[config.mk]
export PLATFORM = sky130hd
export DESIGN_NAME = id_imm_ctrl
export DESIGN_NICKNAME = d
export VERILOG_FILES = /design/src/rtl/riscv_pkg.sv /design/src/rtl/imm_decode.sv /design/src/rtl/id_imm_ctrl.sv
export SDC_FILE = /design/constraint.sdc
export NUM_CORES = 1
export LEC_CHECK = 0
export CAP_MARGIN = 20
export CORE_MARGIN = 2
export CORE_UTILIZATION = 42
export DETAILED_ROUTE_END_ITERATION = 16
export DONT_BUFFER_PORTS = 1
export MAX_ROUTING_LAYER = met4
export PLACE_DENSITY_LB_ADDON = 0.08
export SYNTH_ARGS = -nofsm -noshare
export SYNTH_HDL_FRONTEND = slang
export SYNTH_SLANG_ARGS = --single-unit
[constraint.sdc]
create_clock -name clk -period 4.14 [get_ports clk]
set_input_delay 0.207 -clock clk [delete_from_list [all_inputs] [get_ports clk]]
set_output_delay 0.207 -clock clk [all_outputs]
set_load 0.02 [all_outputs]
[src/rtl/riscv_pkg.sv]
// ---------------------------------------------------------------------------
// riscv_pkg
// Shared definitions for the ID-stage immediate controller:
//   - ExtOp encodings (how the immediate is extended)
//   - major opcode constants of interest to the immediate decoder
//   - skid-buffer state encoding
//   - the entry record held by each buffer slot
// ---------------------------------------------------------------------------
package riscv_pkg;

    typedef enum logic [1:0] {
        EXT_ZERO  = 2'b00,
        EXT_SIGN  = 2'b01,
        EXT_BR    = 2'b10,
        EXT_STORE = 2'b11
    } ext_op_t;

    localparam logic [6:0] OPC_LOAD   = 7'b0000011;
    localparam logic [6:0] OPC_OPIMM  = 7'b0010011;
    localparam logic [6:0] OPC_STORE  = 7'b0100011;
    localparam logic [6:0] OPC_OP     = 7'b0110011;
    localparam logic [6:0] OPC_BRANCH = 7'b1100011;
    localparam logic [6:0] OPC_JALR   = 7'b1100111;

    typedef enum logic [1:0] {
        ST_EMPTY = 2'b00,
        ST_ONE   = 2'b01,
        ST_FULL  = 2'b10
    } buf_state_t;

    // One buffered instruction, already decoded at the push side.
    typedef struct packed {
        logic [31:0] imm;
        logic [1:0]  ext_op;
        logic [31:0] pc;
        logic        illegal;
    } entry_t;

    localparam entry_t ENTRY_RESET = '{imm: 32'd0, ext_op: 2'b00, pc: 32'd0, illegal: 1'b0};

endpackage

[src/rtl/imm_decode.sv]
// ---------------------------------------------------------------------------
// imm_decode
// Purely combinational immediate decoder. Selects the ExtOp from the major
// opcode and produces the matching 32-bit extended immediate.
//
// Ports:
//   instr   in  32  raw instruction word
//   ext_op  out  2  ExtOp encoding (riscv_pkg::ext_op_t values)
//   imm     out 32  extended immediate
//   illegal out  1  opcode not recognised by this decoder
//
// Build option: IMM_BTYPE_EN -- when defined, branch opcodes decode to the
// B-format immediate; otherwise they are reported illegal.
// ---------------------------------------------------------------------------
module imm_decode
    import riscv_pkg::*;
(
    input  logic [31:0] instr,
    output logic [1:0]  ext_op,
    output logic [31:0] imm,
    output logic        illegal
);

    logic [6:0] opcode;
    // Bits 19:12 carry no immediate information for any handled format.
    logic       unused_bits;

    assign opcode      = instr[6:0];
    assign unused_bits = ^instr[19:12];

    always_comb begin
        ext_op  = EXT_ZERO;
        imm     = 32'd0;
        illegal = 1'b0;
        case (opcode)
            OPC_STORE: begin
                ext_op = EXT_STORE;
                imm    = {{20{instr[31]}}, instr[31:25], instr[11:7]};
            end
            OPC_LOAD, OPC_OPIMM, OPC_JALR: begin
                ext_op = EXT_SIGN;
                imm    = {{20{instr[31]}}, instr[31:20]};
            end
            OPC_OP: begin
                ext_op = EXT_ZERO;
                imm    = {20'd0, instr[31:20]};
            end
`ifdef IMM_BTYPE_EN
            OPC_BRANCH: begin
                ext_op = EXT_BR;
                imm    = {{19{instr[31]}}, instr[31], instr[7], instr[30:25],
                          instr[11:8], 1'b0};
            end
`endif
            default: begin
                ext_op  = EXT_ZERO;
                imm     = 32'd0;
                illegal = 1'b1;
            end
        endcase
    end

endmodule

[src/rtl/id_imm_ctrl.sv]
// ---------------------------------------------------------------------------
// id_imm_ctrl
// ID-stage immediate controller: decodes the immediate of each incoming
// instruction and holds up to two decoded entries in a skid buffer between
// the IF/ID and ID/EX handshakes.
//
// Ports:
//   clk, rst        rising-edge clock, asynchronous active-high reset
//   in_valid/in_ready, instr_in[31:0], pc_in[31:0]   upstream handshake
//   flush           discard every held entry (beats push and pop)
//   out_valid/out_ready                              downstream handshake
//   imm_out[31:0], ext_op_out[1:0], pc_out[31:0], illegal_out   head entry
//
// All outputs come straight from registers; in_ready is a function of the
// buffer state only, so there is no combinational in->out path.
//
// Build option: IMM_BTYPE_EN (consumed by imm_decode) enables B-format
// immediates for branch opcodes.
// ---------------------------------------------------------------------------
module id_imm_ctrl
    import riscv_pkg::*;
(
    input  logic        clk,
    input  logic        rst,
    input  logic        in_valid,
    output logic        in_ready,
    input  logic [31:0] instr_in,
    input  logic [31:0] pc_in,
    input  logic        flush,
    output logic        out_valid,
    input  logic        out_ready,
    output logic [31:0] imm_out,
    output logic [1:0]  ext_op_out,
    output logic [31:0] pc_out,
    output logic        illegal_out
);

    buf_state_t  state_q, state_d;
    entry_t      head_q, head_d;
    entry_t      tail_q, tail_d;

    logic [1:0]  dec_ext_op;
    logic [31:0] dec_imm;
    logic        dec_illegal;
    entry_t      new_entry;
    logic        push;
    logic        pop;

    imm_decode u_imm_decode (
        .instr   (instr_in),
        .ext_op  (dec_ext_op),
        .imm     (dec_imm),
        .illegal (dec_illegal)
    );

    assign new_entry = '{imm: dec_imm, ext_op: dec_ext_op, pc: pc_in, illegal: dec_illegal};

    assign in_ready  = (state_q != ST_FULL);
    assign out_valid = (state_q != ST_EMPTY);
    assign push      = in_valid && in_ready;
    assign pop       = out_valid && out_ready;

    always_comb begin
        state_d = state_q;
        head_d  = head_q;
        tail_d  = tail_q;
        if (flush) begin
            // Slot contents are left as-is; out_valid=0 makes them invisible.
            state_d = ST_EMPTY;
        end else begin
            case (state_q)
                ST_EMPTY: begin
                    if (push) begin
                        head_d  = new_entry;
                        state_d = ST_ONE;
                    end
                end
                ST_ONE: begin
                    if (push && pop) begin
                        // Head leaves this cycle, so the newcomer replaces it.
                        head_d = new_entry;
                    end else if (push) begin
                        tail_d  = new_entry;
                        state_d = ST_FULL;
                    end else if (pop) begin
                        state_d = ST_EMPTY;
                    end
                end
                ST_FULL: begin
                    // in_ready is low here, so only a pop can happen.
                    if (pop) begin
                        head_d  = tail_q;
                        state_d = ST_ONE;
                    end
                end
                default: state_d = ST_EMPTY;
            endcase
        end
    end

    always_ff @(posedge clk or posedge rst) begin
        if (rst) begin
            state_q <= ST_EMPTY;
            head_q  <= ENTRY_RESET;
            tail_q  <= ENTRY_RESET;
        end else begin
            state_q <= state_d;
            head_q  <= head_d;
            tail_q  <= tail_d;
        end
    end

    assign imm_out     = head_q.imm;
    assign ext_op_out  = head_q.ext_op;
    assign pc_out      = head_q.pc;
    assign illegal_out = head_q.illegal;

endmodule

### After elaboration in Yosys (flattened, before gate mapping)

Cells that the tools add are included.

* bits in registers: 136
* word-level logic and storage cells: 51

* equal/unequal tests: 15
* muxes and demuxes: 14
* bitwise gates (word level): 2
* reductions and logical operators: 11

Operator list (count)
* 67-bit 2-to-1 mux: 3
* 67-bit one-hot mux with 3 select lines: 1
* 32-bit one-hot mux with 3 select lines: 1
* 7-bit by 6-bit == test with 1-bit output (second input constant): 2
* 2-bit 2-to-1 mux: 6
* 3-bit inequality test (second input constant): 3
* 2-bit inequality test (second input constant): 4
* 4-bit AND reduction: 2
* 7-bit by 2-bit == test with 1-bit output (second input constant): 1
* 7-bit by 5-bit == test with 1-bit output (second input constant): 1
* 7-bit == test (second input constant): 1
* 2-bit one-hot mux with 3 select lines: 1
* 5-bit AND reduction: 1
* 5-bit OR reduction: 1
* 4-bit inequality test (second input constant): 1
* 2-bit one-hot mux with 2 select lines: 1
* 1-bit logical AND: 3
* 3-bit nonzero test: 1
* 3-bit OR reduction: 1
* 2-bit by 1-bit == test with 1-bit output (second input constant): 1
* 2-bit == test (second input constant): 1
* 2-bit zero test: 1
* 1-bit inverter: 2
* 2-bit nonzero test: 1
* 1-bit 2-to-1 mux: 1

### Longest topological paths before layout

* depth in word-level cells: 7
* mapped depth: 7

### Hierarchy

Synthesis repeated with hierarchy kept, for this count alone.

* cells, all modules: 422
* area, all modules: 6461.2 um2

Modules (own cells, without submodules)
* id_imm_ctrl: times used 1, cells each 375, area an instance 6108.4 um2
* imm_decode: times used 1, cells each 47, area an instance 352.8 um2

### Worst setup path after synthesis

No wires, ideal clock.

* kind: flip-flop to flip-flop
* start point: reg state_q[1]
* end point: reg tail_q[1] in the netlist's numbering
* arrival time: 1.593 ns
* required time: 4.015 ns
* slack: 2.423 ns
* cell stages (with the launch flop): 7
* period minus slack after synthesis: 1.717 ns
* cell sequence: dfrtp_1 > nand2b_1 > buf_6 > or3_1 > buf_6 > buf_4 > mux2_2

* longest elaborated chain between the ends: 5

RTL lines
* start, declared: RTL line id_imm_ctrl.sv:38 `buf_state_t state_q, state_d;`
* start signal, assigned: RTL line id_imm_ctrl.sv:107 `state_q <= state_d;`
* 2-bit inequality test / 2-bit nonzero test (equally long branches): RTL line id_imm_ctrl.sv:58, id_imm_ctrl.sv:59
* 1-bit logical AND (on tied branches): RTL line id_imm_ctrl.sv:60, id_imm_ctrl.sv:61
* 1-bit logical AND: RTL line id_imm_ctrl.sv:79 `if (push && pop) begin`
* 1-bit inverter (no line)
* 4-bit AND reduction (no line) *
* end signal, assigned: RTL line id_imm_ctrl.sv:109 `tail_q <= tail_d;`
* end, declared: RTL line id_imm_ctrl.sv:40 `entry_t tail_q, tail_d;`

Every way passes the cells marked *; elsewhere a longest branch is shown, timed or not.
A chain may end at the register's enable or synchronous reset.

### Worst setup path after layout

* start point: reg state_q[1]
* end point: reg tail_q[13] in the netlist's numbering

The elaborated chain is that of the path after synthesis.

==> metrics.cfg <==
[status]
status=finished clean

[layout]
final_common_cell=dfrtp_1
num-nets-final=511
nFillCells=995
area_delta_synth_final_pct=12.0
drive_above_1_share_pct=15.7
antennaDiodeCount=0
final_cell_mix=dfrtp_1, nand2_1, nor2_1

[synthesis]
synth-seq-cells=98
synth-edff-count=0
synthTopCellsByArea=dfrtp_1, mux2_2, nand2_1
netlist_instances=430
yosys.area.top_type=dfrtp_1
ys_async_sr_fraction_pct=100
yosys_warnings=0
synth_seq_area_share_pct=54.9
syn_nets=499
avgSynthCellArea_um2=10.4
synthFlopType=dfrtp_1
ys_types=38
yosysTopAreaCellShare_pct=54.9
netlist_area_mm2=0.00447

[grt]
grt_start_max_net_pins=63
grt-busiest-layer=met2
grt_usage_pct=19.1
grtUsageMet1_pct=23.5
grt_overflow=0
grt_pass1_wl_mm=16.8
grt_pass1_vias=3291
antenna_found_initial=0
use_met3_pct=4.56
grtUsageMet2_pct=31.4

[clocking]
cts.path.max_buffers=2
clock-root-buffer=clkbuf_8
cts_buffers=9
postCtsSetupRepairBufs=0
clock-sinks=98
h-tree-depth=3
clock_latency_ns=0.35
clk_pin_slew_ns=0.09
ctsResizeCount=0
cts_tree=done

[worst_setup_path]
end_kind=flip-flop
start_kind=flip-flop
critPathKind=flip-flop to flip-flop
worstPathRequired_ns=4.38
worstPathMaxFanout=31
arrival_ns=2.65

[sta]
setup_tns_ns=0
tightest_slew_ns=1.13
setup_viol=0
hold_viol=0
layout_min_cycle_time_ns=2.42
timing.hold.ws_ns=0.0289
max_freq_ghz=0.414
skew_ns=0.00965
min_period_over_period_pct=58.4
rsz0062_at_grt=no
relSlewSlack_pct=24.7
slew_viol_final=0

[place]
portBuffers=0
place_congestion=0.777
hpwlAfterDp_mm=6.24

[routing]
via_per_inst=5.45
drc=0
vias=3172
wl_per_cell_um=17.3
antenna_left=0
routed_wl_mm=10.1
drt_iter0_markers=198
first_pass_iters=4

[job]
maxCapViolCount=0

[min_path]
min_path_type=input port to flip-flop

[power]
cellLeakagePower_uw=0.00215
p_per_area_mw_per_mm2=454
p_switching_uw=741
seq_power_share_pct=61.3
pwr-share-clk_pct=25.0
power_uw=2270
p_sw_share_pct=32.7
pwr-share-comb_pct=13.6
vdd_ir_drop_max_v=0.000238
p_int_uw=1530

[floorplan]
die_y_um=107
num_rows=37
ioPinCount=138
die_x_um=107
core_mm2=0.0103
start_util_pct=43.3
fp.dieArea_mm2=0.0115

## power groups by stage
stage / Sequential (µW) / Clock (µW) / Combinational [µW]
after detailed placement: 1420 / 0 / 276
after global routing: 1420 / 634 / 355
final: 1390 / 568 / 309
after floorplan: 1330 / 0 / 330
after global placement: 1410 / 0 / 265
after CTS: 1400 / 596 / 313
## Yosys cell counts, types with 3 or more instances
cell type / instances
dfrtp_1: 98
nand2_1: 82
nor2_1: 48
a31oi_1: 41
mux2_2: 38
buf_4: 21
o21ai_0: 15
clkbuf_1: 12
buf_2: 8
a22o_1: 7
and3_1: 6
nand4_1: 6
a221o_1: 5
a22oi_1: 5
buf_6: 4
inv_1: 4
a21oi_1: 3
nand2b_1: 3
## cell families (layout without fill, tap and decap cells)
kind of cell	Yosys count	after routing	synth area share, %
simple gates	157	157	14.8
flops	98	98	54.9
compound gates	85	85	13.5
buf+inv	51	67	6.98
mux	39	39	9.81
## critical path, stage by stage (launching register included)
cell      delay [ns]
dfrtp_1         0.45
nand2b_1        0.32
or3_2           0.80
buf_4           0.39
mux2_2          0.32
## worst paths after layout
| check | cells past startpoint | to | startpoint | slack, ns |
|---|---|---|---|---|
| max in group asynchronous | 3 | tail_q[14] | rst | 2.65 |
| worst min register to register | 2 | tail_q[65] | tail_q[65] | 0.49 |
| worst max register to register | 4 | tail_q[13] | state_q[1] | 1.72 |
| worst max-delay path | 4 | tail_q[13] | state_q[1] | 1.72 |
| min in group asynchronous | 2 | pc_out[11] | rst | 0.48 |
| worst min-delay path | 1 | imm_out[30] | flush | 0.03 |
## area by class of cell
type                            count  area, µm²  share of cell area (%)
Inverter                            5       21.3                   0.425
Tap cell                          136        170                    3.40
Clock inverter                      5       38.8                   0.776
Clock buffer                       10        138                    2.75
Sequential cell                    98       2460                    49.1
Timing Repair Buffer               47        458                    9.16
Multi-Input combinational cell    281       1720                    34.4
## sequential cells by signal, indices dropped and copies added, names as in the netlist
| signal | cells |
|---|---|
| ext_op_out | 2 |
| state_q | 2 |
| imm_out | 13 |
| illegal_out | 1 |
| pc_out | 32 |
| tail_q | 48 |
## per-layer routing
layer  wire (µm)  up-vias
li1            -     1506
met1        4440     1571
met2        4990       83
met3         504       12
met4         131        0
met5           0        -
## repair_timing
action | CTS | global route
endpoints found under the hold margin | 142 | 0
endpoints found under the setup margin | 0 | 0
hold buffers | 42 | 0
## metrics by stage
step | setup slack [ns] | utilization (%) | cells | area, µm²
after CTS | 1.72 | 48.4 | 582 | 5000
final | 1.72 | 48.4 | 582 | 5000
after global routing | 1.61 | 48.4 | 582 | 5000
after floorplan | 1.37 | - | 430 | 4470
after detailed placement | 1.75 | 42.6 | 525 | 4400
after global placement | 1.75 | 42.6 | 525 | 4400
No activity file was read; power rests on OpenSTA's default activity.
